### src/rtl/serial_adder_pkg.sv
// Shared definitions for the bit-serial adder: FSM state encoding and
// bit-counter sizing.
package serial_adder_pkg;

    typedef enum logic {
        ST_IDLE  = 1'b0,
        ST_SHIFT = 1'b1
    } state_e;

    // Counter must hold WIDTH-1; a 1-bit operand still needs a 1-bit counter.
    function automatic int cnt_width(input int width);
        int w;
        w = $clog2(width);
        return (w < 1) ? 1 : w;
    endfunction

endpackage

### src/rtl/serial_adder_full_adder.sv
// Combinational one-bit full adder cell, the additive dual of the full
// subtractor cell in the arithmetic library.
module full_adder (
    input  logic a,
    input  logic b,
    input  logic carry_in,
    output logic s,
    output logic carry_out
);

    assign s         = a ^ b ^ carry_in;
    assign carry_out = (a & b) | (a & carry_in) | (b & carry_in);

endmodule

### src/rtl/serial_adder.sv
// Bit-serial WIDTH-bit adder: one full-adder cell with a registered carry
// consumes one operand bit per clock, LSB first, and pulses done on completion.
module serial_adder
    import serial_adder_pkg::*;
#(
    parameter int WIDTH = 8
) (
    input  logic             clk,
    input  logic             rst_n,
    input  logic             start,
    input  logic [WIDTH-1:0] a,
    input  logic [WIDTH-1:0] b,
    input  logic             carry_in,
    output logic             busy,
    output logic             done,
    output logic [WIDTH-1:0] sum,
    output logic             carry_out
);

    localparam int CNT_W = cnt_width(WIDTH);
    localparam logic [CNT_W-1:0] LAST_CNT = CNT_W'(WIDTH - 1);

    state_e           state_q, state_d;
    logic [WIDTH-1:0] a_sh_q, a_sh_d;
    logic [WIDTH-1:0] b_sh_q, b_sh_d;
    logic [WIDTH-1:0] acc_q, acc_d;
    logic [WIDTH-1:0] sum_q, sum_d;
    logic [CNT_W-1:0] cnt_q, cnt_d;
    logic             c_q, c_d;
    logic             carry_out_q, carry_out_d;
    logic             done_q, done_d;

    logic             fa_s;
    logic             fa_co;
    logic             last_bit;
    logic [WIDTH-1:0] acc_shifted;

    full_adder u_fa (
        .a         (a_sh_q[0]),
        .b         (b_sh_q[0]),
        .carry_in  (c_q),
        .s         (fa_s),
        .carry_out (fa_co)
    );

    assign last_bit = (cnt_q == LAST_CNT);
    // New sum bit enters at the MSB so that after WIDTH shifts bit 0 lands at the LSB.
    assign acc_shifted = (acc_q >> 1) | (WIDTH'(fa_s) << (WIDTH - 1));

    always_ff @(posedge clk or negedge rst_n) begin
        if (!rst_n) begin
            state_q     <= ST_IDLE;
            a_sh_q      <= '0;
            b_sh_q      <= '0;
            acc_q       <= '0;
            sum_q       <= '0;
            cnt_q       <= '0;
            c_q         <= 1'b0;
            carry_out_q <= 1'b0;
            done_q      <= 1'b0;
        end else begin
            state_q     <= state_d;
            a_sh_q      <= a_sh_d;
            b_sh_q      <= b_sh_d;
            acc_q       <= acc_d;
            sum_q       <= sum_d;
            cnt_q       <= cnt_d;
            c_q         <= c_d;
            carry_out_q <= carry_out_d;
            done_q      <= done_d;
        end
    end

    always_comb begin
        state_d = state_q;
        case (state_q)
            ST_IDLE:  if (start)    state_d = ST_SHIFT;
            ST_SHIFT: if (last_bit) state_d = ST_IDLE;
            default:                state_d = ST_IDLE;
        endcase
    end

    always_comb begin
        a_sh_d      = a_sh_q;
        b_sh_d      = b_sh_q;
        acc_d       = acc_q;
        sum_d       = sum_q;
        cnt_d       = cnt_q;
        c_d         = c_q;
        carry_out_d = carry_out_q;
        done_d      = 1'b0;
        case (state_q)
            ST_IDLE: begin
                if (start) begin
                    a_sh_d = a;
                    b_sh_d = b;
                    c_d    = carry_in;
                    cnt_d  = '0;
                    acc_d  = '0;
                end
            end
            ST_SHIFT: begin
                a_sh_d = a_sh_q >> 1;
                b_sh_d = b_sh_q >> 1;
                acc_d  = acc_shifted;
                c_d    = fa_co;
                cnt_d  = cnt_q + CNT_W'(1);
                if (last_bit) begin
                    sum_d       = acc_shifted;
                    carry_out_d = fa_co;
                    done_d      = 1'b1;
                end
            end
            default: ;
        endcase
    end

    always_comb begin
        busy      = (state_q == ST_SHIFT);
        done      = done_q;
        sum       = sum_q;
        carry_out = carry_out_q;
    end

endmodule

### config.mk
export PLATFORM = sky130hd
export DESIGN_NAME = serial_adder
export DESIGN_NICKNAME = d
export VERILOG_FILES = /design/src/rtl/serial_adder_pkg.sv /design/src/rtl/serial_adder_full_adder.sv /design/src/rtl/serial_adder.sv
export SDC_FILE = /design/constraint.sdc
export NUM_CORES = 1
export LEC_CHECK = 0
export ABC_AREA = 1
export CORE_UTILIZATION = 40
export CTS_BUF_LIST = sky130_fd_sc_hd__clkbuf_8
export DETAILED_ROUTE_END_ITERATION = 7
export GPL_TIMING_DRIVEN = 0
export PLACE_DENSITY = 0.72
export SLEW_MARGIN = 20
export SYNTH_ARGS = -nofsm -noshare
export SYNTH_HDL_FRONTEND = slang
export SYNTH_SLANG_ARGS = --single-unit
### constraint.sdc
create_clock -name clk -period 1.2 [get_ports clk]
set_input_delay 0.24 -clock clk [delete_from_list [all_inputs] [get_ports clk]]
set_output_delay 0.24 -clock clk [all_outputs]
set_load 0.02 [all_outputs]
==> results of run 1 <==
==> flip-flops by register name (all words and copies together) (netlist names) <==
name       cells
acc_q          7
c_q            1
cnt_q          3
a_sh_q         8
done           1
b_sh_q         8
busy           1
carry_out      1
sum            8
==> final timing paths <==
path,endpoint,slack [ns],cells after the start
max,sum[6],-0.004,5
min,a_sh_q[4],0.30,3
max reg2reg,sum[6],-0.004,5
min reg2reg,sum[0],0.47,2
max in group asynchronous,b_sh_q[2],0.35,3
min in group asynchronous,done,0.41,2
==> layout make-up <==
type	count	area, sq um
sequential	38	952
tap	48	60.1
timing repair buffer	39	352
fill	352	1610
inverter	9	33.8
clock buffer	5	68.8
clock inverter	3	40.0
buffer	9	92.6
multi-input combinational	114	564
==> cells in the final DEF, fill, tap and decap left out <==
cell             count
buf_2               13
ha_2                 1
ha_4                 1
bufinv_16            1
clkdlybuf4s50_1     17
nor2_1               1
nand3_1             32
buf_12               1
nand2_1             59
dlygate4sd3_1        1
clkbuf_8             5
o21ai_1              6
inv_2                2
dfrtp_1             37
buf_16               1
clkinv_2             2
dfrtp_2              1
nand2_4              1
fa_1                 1
buf_4                5
nor2_8               1
inv_1                7
buf_6                7
nand2_2              2
clkbuf_2             1
o21ai_0              9
buf_8                2
==> Yosys cell counts <==
master	instances
buf_2	3
nor2_8	1
nand2_1	60
buf_6	3
dfrtp_1	38
inv_2	1
nor2_1	1
inv_1	8
ha_1	2
buf_8	2
fa_1	1
nand2_2	2
buf_4	1
nand3_1	32
o21ai_1	3
o21ai_0	12
==> per-stage QoR <==
step                total power [mW]  setup WS [ns]  area, sq um  instances
finish                          5.08       -0.00403         2160        265
global placement                3.89         -0.994         1970        247
detailed placement              3.96         -0.101         1990        248
global route                    5.49        -0.0381         2160        265
CTS                             5.08        0.00386         2160        261
floorplan                       3.26         0.0172         1620        170
==> worst min-delay path: cells and delay by family <==
kind / cells / cell delay [ns]
AND/OR/NAND/NOR: 2 / 0.15
buffers and inverters: 1 / 0.16
==> power by group through the flow <==
stage | registers (mW) | clock network (mW) | logic (mW)
floorplan | 2.23 | 0 | 1.03
global placement | 2.08 | 0 | 1.81
detailed placement | 2.10 | 0 | 1.86
CTS | 2.08 | 1.10 | 1.90
global route | 2.15 | 1.17 | 2.18
finish | 2.08 | 1.07 | 1.92
==> kinds of logic after synthesis <==
kind of cell               synth area share (%)
AOI/OAI and AO/OA                          4.65
adders and majority gates                  2.79
buffers and inverters                      7.45
DFF                                        59.0
and+or+nand+nor                            26.1
==> repair_timing <==
action,CTS,global route
setup endpoints to repair,22,39
setup buffers,3,4
gates cloned,1,0
endpoints found under the hold margin,15,0
pin swaps,1,2
gates resized for setup,38,18
hold buffers,1,0
==> per-layer routing <==
| metal | vias to the layer above | global-route usage [%] | part of all wire (%) |
|---|---|---|---|
| li1 | 639 | - | - |
| met1 | 581 | 22.9 | 47 |
| met2 | 33 | 26.8 | 47 |
| met3 | 3 | 6.77 | 5.3 |
| met4 | 0 | 8.15 | 1.5 |
| met5 | - | 0 | 0 |
==> flow_metrics.env, run 1 <==
export IMPL_end_kind="register"
export IMPL_setup_ws_ns=-0.00403
export IMPL_skew_ns=0.00605
export IMPL_root_buffer="clkbuf_8"
export IMPL_yosysSeqAreaShare_pct=59.0
export IMPL_swShare_pct=35.7
export IMPL_io_pins=31
export IMPL_cts_buffers=5
export IMPL_rsz0062_at_grt="yes"
export IMPL_globalplace_congestion=0.801
export IMPL_setup_tns_ns=-0.00403
export IMPL_failed_checks="setup timing"
export IMPL_status="complete, but fails checks"
export IMPL_post_synth_top_area_cell="dfrtp_1"
export IMPL_clockPowerShare_pct=21.1
export IMPL_period_minus_slack_ns=1.20
export IMPL_min_from="start"
export IMPL_clock_sinks=38
export IMPL_holdCritPathClass="primary input to register"
export IMPL_path_cells="ha_2 > ha_4 > nand2_4 > buf_6 > o21ai_0"
export IMPL_diodes=0
export IMPL_worstSetupStartpoint="cnt_q[0]"
export IMPL_syn_cell_area_sq_um=1610
export IMPL_grt_max_degree=24
export IMPL_cap_viol_max_count=0
export IMPL_fin_hold_ws_ns=0.298
export IMPL_vias=1256
export IMPL_cts_tree="done"
export IMPL_track_usage_pct=17.9
export IMPL_power_frac_seq_pct=41.0
export IMPL_worst_pin_slew_ns=0.414
export IMPL_drt_pass1_iter_count=4
export IMPL_avgSynthCellArea_sq_um=9.49
export IMPL_post_route_util_pct=57.4
export IMPL_max_freq_mhz=831
export IMPL_syn_num_nets=193
export IMPL_wl_um=3230
export IMPL_yosysTopAreaCellShare_pct=59.0
export IMPL_h_tree_depth=2
export IMPL_drt_iter0_markers=96
export IMPL_rows=22
export IMPL_postRouteAntennaNets=0
export IMPL_critical_path_max_stage_delay_ns=0.40
export IMPL_slew_headroom_pct=72.4
export IMPL_synthDistinctLibCells=16
export IMPL_path_class="register to register"
export IMPL_synth_ff_latch_count=38
export IMPL_areaGrowthSynthToFinish_pct=34.1
export IMPL_dpl_hpwl_um=2130
export IMPL_clk_latency_ns=0.30
export IMPL_clkTransAtPathRegs_ns=0.08
export IMPL_grt_pass1_wl_um=5600
export IMPL_min_period_over_period_pct=100
export IMPL_start_util_pct=42.8
export IMPL_synth_top_cells_by_area="dfrtp_1 59%, nand2_1 14%, nand3_1 9.9%"
export IMPL_grt_pass1_vias=1203
export IMPL_critical_path_top_delay_family="flip-flops"
export IMPL_p_sw_mw=1.82
export IMPL_synth_cells=170
export IMPL_drv_slew=0
export IMPL_numPortBuffers=29
export IMPL_drc_errors=0
export IMPL_drive_above_1_share_pct=21.7
export IMPL_arrival_ns=1.38
export IMPL_clk_path_buf_depth=2
export IMPL_antenna_found_initial=0
export IMPL_final_hold_violation_count=0
export IMPL_max_vdd_ir_drop_v=0.000951
export IMPL_die_width_um=65.5
export IMPL_power_density_nw_per_um2=2350
export IMPL_cp_start_kind="register"
export IMPL_grt_overflow=0
export IMPL_die_area_sq_um=4290
export IMPL_fin_nets=239
export IMPL_pwr_share_comb_pct=37.8
export IMPL_setup_violations=1
export IMPL_viasPerCell=4.74
export IMPL_die_h_um=65.5
export IMPL_wl_per_cell_um=12.2
export IMPL_ys_warn_count=0
export IMPL_reg2reg_from="cnt_q[0]"
export IMPL_cp_buffers_inverters=1
export IMPL_path_max_fanout=6
export IMPL_worstPathRequired_ns=1.38
export IMPL_p_int_mw=3.26
export IMPL_p_leak_nw=1.08
export IMPL_core_region_area_sq_um=3770
export IMPL_crit_slowest_cell="dfrtp_1"
(Power assumes the default switching activity.)
==> inputs of run 2 (changes only) <==
ABC_CLOCK_PERIOD_IN_PS = 1200   (was not set)
HOLD_SLACK_MARGIN = 0.02   (was not set)
==> results of run 2 <==
Final layout, timing and power as in run 1 (identical DEF).
